File: src/rtl/imem_ctrl_if.sv
// rtl/imem_ctrl_if.sv - fetch-side and backing-memory signals of the instruction-memory controller
interface imem_ctrl_if;
    logic [31:0] addr;
    logic        stall;
    logic [31:0] instr;
    logic        imem_ready;
    logic        imem_fault;
    logic        mem_req;
    logic [31:0] mem_addr;
    logic [31:0] mem_rdata;
    logic        mem_ack;

    // master: fetch stage plus backing memory; slave: the controller
    modport master (
        output addr, stall, mem_rdata, mem_ack,
        input  instr, imem_ready, imem_fault, mem_req, mem_addr
    );
    modport slave (
        input  addr, stall, mem_rdata, mem_ack,
        output instr, imem_ready, imem_fault, mem_req, mem_addr
    );
endinterface

File: src/rtl/imem_ctrl.sv
// rtl/imem_ctrl.sv - instruction-memory controller: one req/ack per fetch, redirect discard, sticky fault
module imem_ctrl #(
    parameter int TIMEOUT = 256,
    parameter int CNT_W   = 9
) (
    input  logic        clk,
    input  logic        rst,
    imem_ctrl_if.slave  bus
);
    localparam logic [1:0] S_IDLE  = 2'd0;
    localparam logic [1:0] S_REQ   = 2'd1;
    localparam logic [1:0] S_VALID = 2'd2;
    localparam logic [1:0] S_FAULT = 2'd3;

    localparam logic [CNT_W-1:0] TO_LAST = CNT_W'((TIMEOUT > 0) ? TIMEOUT - 1 : 0);
    localparam logic [CNT_W-1:0] CNT_MAX = '1;

    logic [1:0]       state;
    logic             mem_req_q;
    logic [31:0]      mem_addr_q;
    logic [31:0]      req_addr_q;
    logic [31:0]      data_q;
    logic [CNT_W-1:0] cnt;
    logic             hit;
    logic             timeout_hit;

    assign hit         = (bus.addr == req_addr_q);
    assign timeout_hit = (TIMEOUT != 0) && (cnt == TO_LAST);

    always_ff @(posedge clk) begin
        if (rst) begin
            state      <= S_IDLE;
            mem_req_q  <= 1'b0;
            mem_addr_q <= '0;
            req_addr_q <= '0;
            data_q     <= '0;
            cnt        <= '0;
        end else begin
            case (state)
                S_IDLE: begin
                    if (bus.addr[1:0] != 2'b00) begin
                        state <= S_FAULT;
                    end else begin
                        req_addr_q <= bus.addr;
                        mem_addr_q <= {bus.addr[31:2], 2'b00};
                        mem_req_q  <= 1'b1;
                        cnt        <= '0;
                        state      <= S_REQ;
                    end
                end
                S_REQ: begin
                    if (bus.mem_ack) begin
                        data_q    <= bus.mem_rdata;
                        mem_req_q <= 1'b0;
                        state     <= S_VALID;
                    end else begin
                        if (cnt != CNT_MAX) cnt <= cnt + 1'b1;
                        if (timeout_hit) begin
                            mem_req_q <= 1'b0;
                            state     <= S_FAULT;
                        end
                    end
                end
                S_VALID: begin
                    // a tag mismatch means fetch was redirected while the request was in flight
                    if (!hit) begin
                        data_q <= '0;
                        state  <= S_IDLE;
                    end else if (!bus.stall) begin
                        state <= S_IDLE;
                    end
                end
                default: begin
                    mem_req_q <= 1'b0;
                    state     <= S_FAULT;
                end
            endcase
        end
    end

    assign bus.mem_req    = mem_req_q;
    assign bus.mem_addr   = mem_addr_q;
    assign bus.imem_ready = (state == S_VALID) && hit;
    assign bus.instr      = ((state == S_VALID) && hit) ? data_q : 32'h0;
    assign bus.imem_fault = (state == S_FAULT);
endmodule

File: src/flat_wrapper.sv
// flat-port wrapper written by rule: the top's interface ports become plain ports
module imem_ctrl_flat 
#(
    parameter int TIMEOUT = 256,
    parameter int CNT_W   = 9
)
  (clk, rst, bus_addr, bus_stall, bus_mem_rdata, bus_mem_ack, bus_instr, bus_imem_ready, bus_imem_fault, bus_mem_req, bus_mem_addr);
  imem_ctrl_if bus_i ();
  input  logic clk;
  input  logic rst;
  input wire logic [$bits(bus_i.addr)-1:0] bus_addr;
  input wire logic [$bits(bus_i.stall)-1:0] bus_stall;
  input wire logic [$bits(bus_i.mem_rdata)-1:0] bus_mem_rdata;
  input wire logic [$bits(bus_i.mem_ack)-1:0] bus_mem_ack;
  output wire logic [$bits(bus_i.instr)-1:0] bus_instr;
  output wire logic [$bits(bus_i.imem_ready)-1:0] bus_imem_ready;
  output wire logic [$bits(bus_i.imem_fault)-1:0] bus_imem_fault;
  output wire logic [$bits(bus_i.mem_req)-1:0] bus_mem_req;
  output wire logic [$bits(bus_i.mem_addr)-1:0] bus_mem_addr;
  assign bus_i.addr = bus_addr;
  assign bus_i.stall = bus_stall;
  assign bus_i.mem_rdata = bus_mem_rdata;
  assign bus_i.mem_ack = bus_mem_ack;
  assign bus_instr = bus_i.instr;
  assign bus_imem_ready = bus_i.imem_ready;
  assign bus_imem_fault = bus_i.imem_fault;
  assign bus_mem_req = bus_i.mem_req;
  assign bus_mem_addr = bus_i.mem_addr;
  imem_ctrl #(.TIMEOUT(TIMEOUT), .CNT_W(CNT_W)) u_core (.clk(clk), .rst(rst), .bus(bus_i));
endmodule
File: config.mk
export PLATFORM = sky130hd
export DESIGN_NAME = imem_ctrl_flat
export DESIGN_NICKNAME = d
export VERILOG_FILES = /design/src/rtl/imem_ctrl_if.sv /design/src/rtl/imem_ctrl.sv /design/src/flat_wrapper.sv
export SDC_FILE = /design/constraint.sdc
export NUM_CORES = 1
export LEC_CHECK = 0
export ABC_AREA = 1
export BUFFER_PORTS_ARGS = -buffer_cell sky130_fd_sc_hd__clkbuf_2
export CAP_MARGIN = 20
export CORE_MARGIN = 1
export CORE_UTILIZATION = 25
export CTS_CLUSTER_SIZE = 10
export DETAILED_ROUTE_END_ITERATION = 10
export GPL_TIMING_DRIVEN = 1
export REMOVE_ABC_BUFFERS = 1
export SYNTH_ARGS = -nofsm -noshare
export SYNTH_HDL_FRONTEND = slang
export SYNTH_SLANG_ARGS = --single-unit
File: constraint.sdc
create_clock -name clk -period 2.7 [get_ports clk]
set_input_delay 0 -clock clk [delete_from_list [all_inputs] [get_ports clk]]
set_output_delay 0 -clock clk [all_outputs]
set_load 0.05 [all_outputs]
Yosys cells after proc, flatten, opt, wreduce, memory -nomap -nowiden --
Cells that the tools add are included.
Word-level totals: flip-flop bits (word level) 106, latch bits 0, bits in writable memories 0, memory bits (read-only) 0, bits of input ports 68, output and inout port bits 67, memories 0
Operators by class: $add $sub $neg 1, multipliers 0, div/mod/pow operators 0, $lt $le $gt $ge 0, equality and inequality tests 13, shift operators 0, multiplexer cells 18, bitwise gates (word level) 2, reduce and logical (&&, ||, !) cells 10
Operators by type and width (count):
- 32-bit two-way mux | 3
- 32-bit one-hot mux with 2 select lines | 1
- 32-bit == test | 1
- 9-bit two-way mux | 3
- 9-bit one-hot mux with 2 select lines | 1
- 2-bit two-way mux | 5
- 9-bit by 1-bit adder with 9-bit output, second input constant | 1
- 9-bit by 8-bit == test with 1-bit output, second input constant | 1
- 9-bit inequality test, second input constant | 1
- 2-bit inequality test, second input constant | 4
- 2-bit one-hot mux with 3 select lines | 1
- 3-bit AND reduction | 2
- 2-bit nonzero test | 3
- 2-bit == test, second input constant | 2
- 2-bit AND reduction | 2
- 4-bit AND reduction | 1
- 1-bit two-way mux | 3
- 3-bit by 2-bit inequality test with 1-bit output, second input constant | 1
- 3-bit inequality test, second input constant | 1
- 1-bit one-hot mux with 3 select lines | 1
- 2-bit by 1-bit == test with 1-bit output, second input constant | 1
- 2-bit logical NOT | 1
- 2-bit by 1-bit inequality test with 1-bit output, second input constant | 1
- 1-bit inverter | 2
- 1-bit logical AND | 1

Longest topological paths before layout --
word-level depth 4, mapped depth 16

Worst setup path after synthesis --
No wires, ideal clock.
path type register to output, start register u_core.req_addr_q[12], end output port bus_instr[22], arrival time 2.268 ns, required time 2.700 ns, path slack 0.432 ns, stages on the path, launching flop included 7, cell sequence dfxtp_1 > xnor2_1 > nand2_1 > nor3_1 > nand3b_1 > clkbuf_1 > nor3_1
On the way: word-level cells in the longest chain between the ends 3
Ends and longest elaborated chain:
- start: declaration | RTL line imem_ctrl.sv:21 | logic [31:0] req_addr_q;
- start signal: assignment | RTL line imem_ctrl.sv:44 | req_addr_q <= bus.addr;
- 32-bit == test | RTL line imem_ctrl.sv:27 | assign hit = (bus.addr == req_addr_q);
- 1-bit logical AND | RTL line imem_ctrl.sv:84 | assign bus.instr = ((state == S_VALID) && hit) ? data_q : 32'h0;
- 32-bit two-way mux | RTL line imem_ctrl.sv:84
- end: declaration | RTL line flat_wrapper.sv:15 | output wire logic [$bits(bus_i.instr)-1:0] bus_instr;
Every way passes these cells.

Worst setup path in the final report --
start register u_core.req_addr_q[26], end output port bus_instr[10]
The elaborated chain is that of the path after synthesis.

==> results.tsv <==
stage	metric	value	unit
die	dieArea	18200	um2
power_and_ir_drop	total_power	3590	uW
cts	clk_latency	0.34	ns
sta	clock.fmax	445	MHz
cts	cts_tree	done	
finish	antenna_cells	0	
sta	finalWorstSetupSlack	0.452	ns
sta	fin_skew	0.00417	ns
sta	grt_setup_unrepaired	no	
setup_path	rr_worst_depth	13	
setup_path	rr_startpoint	u_core.cnt[0]	
power_and_ir_drop	ir_worst_vdd	0.291	mV
routing	drt-met1-wl	6410	um
synth	yosys.area_share.simple	32.6	%
cts	clockBufferDepth	2	
sta	min_period	2.25	ns
global_routing	gr-total-overflow	0	
placement	place.gp.congestion	0.803	
cts	numCtsBuffers	9	
worst_hold_path	holdPathStages	5	
die	boundaryPins	135	
die	start_util	25.6	%
placement	place_area	5090	um2
global_routing	antenna_found_initial	0	
global_routing	grt_max_degree	65	
global_routing	grt_pass1_wl	20200	um
setup_path	cpPeakStageDelay	0.39	ns
finish	drive_above_1_share	19.1	%
worst_hold_path	hp-class	primary input to flip-flop	
die	rows	48	
power_and_ir_drop	pwr-share-seq	36.7	%
finish	fin_area	5990	um2
routing	topRoutingLayerUsed	met4	
finish	fill_cells	1856	
setup_path	arrival	2.25	ns
power_and_ir_drop	comb_power_share	23.9	%
setup_path	start_kind	flip-flop	
synth	synth_area_per_cell	6.41	um2
die	core-area	17200	um2
routing	firstDrtPassIters	8	
synth	ys_ff_latch	76	
setup_path	endpoint	bus_instr[10]	
setup_path	worstSetupPathType	flip-flop to output port	
power_and_ir_drop	switching_power	1100	uW
cts	h-tree-depth	3	
synth	synth_compound_area_share	11.7	%
finish	final_cell_count_no_fill	1057	
synth	synthAdderAreaFrac	0.852	%
setup_path	timing.reg2reg.setup_slack	0.51	ns
power_and_ir_drop	p_per_area	599	nW/um2
finish	fin_util	34.7	%
sta	worst_pin_slew	0.674	ns
synth	synthArstFlopShare	0	%
setup_path	cp_common_cell	nor3_1	
routing	vias	4528	
setup_path	timing.critical_path.buf_inv	2	
synth	synth_edf_count	0	
setup_path	critical_path.startpoint	u_core.req_addr_q[26]	
setup_path	cp_slowest_cell	nor3_1	
setup_path	path_delay_family	simple AND/OR/NAND/NOR gates	
sta	finalSetupViolCount	0	
power_and_ir_drop	swShare	30.6	%
synth	synthMuxAreaShare	0	%
routing	drc	0	
synth	syn-cell-area	4410	um2
finish	nNetsFinal	898	
global_routing	grt_pass1_vias	4024	
power_and_ir_drop	p_int	2490	uW
routing	avgRoutedWirePerCell	12.0	um
die	die_w	135	um
synth	yosysUniqueCellTypes	29	
cts	clock-sinks	76	
cts	cts_setup_buffers	0	
setup_path	crit_path_end_kind	output port	
setup_path	cp_cell_sequence	xnor2_1 -> nand4_1 -> nor3_1 -> nand3b_1 -> buf_4 -> nor3_1 -> buf_12	
die	chipHeight	135	um
placement	dp_slack	0.507	ns
routing	vias_per_cell	4.28	
global_routing	grt_use_total	14.0	%
setup_path	cp_data_required_time	2.70	ns
placement	dp.cells	987	
finish	layout_common_cells	nand2_1, clkbuf_2, nor2_1, dfxtp_1, inv_1	
synth	yosys.area_share.xor_xnor	5.36	%
run	max_cap_violations	0	
cts	cts_root_buffer	clkbuf_16	
placement	dp_hpwl	8520	um
routing	ant_nets	0	
power_and_ir_drop	p_leak	0.00272	uW
finish	syn_to_final_growth	35.8	%
synth	synth_top_family_by_area	simple AND/OR/NAND/NOR gates	
synth	yosys_warnings	0	
setup_path	cp.depth	7	
power_and_ir_drop	p_clk_share	39.4	%
sta	report.final.slew_viol_count	0	
routing	dr.first_iter.drc_count	228	
run_status	status	completed	
setup_path	timing.rr.end	u_core.cnt[5]	
routing	routed-wl-met2	5530	um
synth	postSynthCellCount	688	
sta	max-slew-margin-rel	55.1	%
routing	route.met3.wl	563	um
synth	synth-main-ff-cell	dfxtp_1	
routing	wl	12700	um
setup_path	crit_fanout	33	
finish	final_common_cell	nand2_1	
sta	fin_crit_sh	83.3	%
cts	clk_pin_slew	0.06	ns
sta	hold_viol	0	
synth	yosysSeqAreaShare	34.5	%
placement	portBuffers	132	
[synth_stat cells (2+ instances only)]
cell	count	share of area, %
a211oi_1	2	0.34
a21oi_1	55	6.2
and2_1	3	0.43
buf_1	7	0.60
buf_2	7	0.79
buf_4	32	5.4
clkbuf_1	20	1.7
dfxtp_1	76	35
ha_1	3	0.85
inv_1	73	6.2
nand2_1	130	11
nand3_1	43	4.9
nand3b_1	2	0.34
nand4_1	9	1.3
nor2_1	110	9.4
nor3_1	39	4.4
nor3b_1	2	0.34
o21ai_0	39	4.4
xnor2_1	22	4.4
xor2_1	5	0.99
[tightest hold or removal path, delay by kind of cell]
family	cells	cell delay [ns]
buffers and inverters	1	0.08
and+or+nand+nor	4	0.22
[logic make-up (layout without fill, tap and decap cells)]
kind of cell               after synthesis  in the layout
and+or+nand+nor                        341            341
buffers and inverters                  140            283
AOI/OAI and AO/OA                      100            100
DFF                                     76             76
xor gates and xnor gates                27             27
adders and majority gates                3              3
other                                    1              2
[area by class of cell]
cell class / instances / area [um2] / share of cell area, %
inverter: 74 / 278 / 4.64
clock buffer: 10 / 239 / 3.99
clock inverter: 6 / 111 / 1.86
tap: 225 / 282 / 4.70
multi-input combinational: 473 / 2240 / 37.5
sequential: 76 / 1520 / 25.4
timing repair buffer: 193 / 1310 / 21.9
[state kept, by name (all words and copies together) (netlist names)]
name and flops:
u_core.bus.mem_req 1, u_core.cnt 9, u_core.data_q 32, u_core.req_addr_q 32, u_core.state 2
[worst min path at each step]
stage                     slack [ns]               endpoint              start
after floorplan                 0.07     u_core.bus.mem_req                rst
after global placement          0.28          u_core.cnt[8]                rst
after detailed placement        0.27     u_core.bus.mem_req                rst
after CTS                     0.0008  u_core.req_addr_q[21]       bus_addr[21]
after global routing            0.03      u_core.data_q[26]  bus_mem_rdata[26]
final                           0.01      u_core.data_q[26]  bus_mem_rdata[26]
[power by group through the flow]
stage / registers (uW) / clock network, uW / logic (uW)
after floorplan: 1450 / 0 / 450
after global placement: 1340 / 0 / 798
after global routing: 1330 / 1530 / 958
after detailed placement: 1340 / 0 / 801
final: 1320 / 1410 / 858
after CTS: 1320 / 1460 / 866
[per-layer routing]
metal,global-route usage [%],vias to the layer above
li1,-,2427
met2,21.6,102
met3,3.08,13
met5,0,-
met4,4.81,0
met1,19.3,1986
[repair_timing]
item,4_1_cts,5_1_grt
endpoints found under the setup margin,0,0
hold buffers,54,0
hold endpoints to repair,58,0
gates resized for setup,0,0
[per-stage QoR]
stage	hold slack [ns]	TNS, ns
2_1_floorplan	0.0691	-24.05
3_3_place_gp	0.276	0
3_5_place_dp	0.272	0
4_1_cts	0.000789	0
5_1_grt	0.0255	0
6_report	0.0119	0
Note: power is estimated with default switching activity, not from simulation.
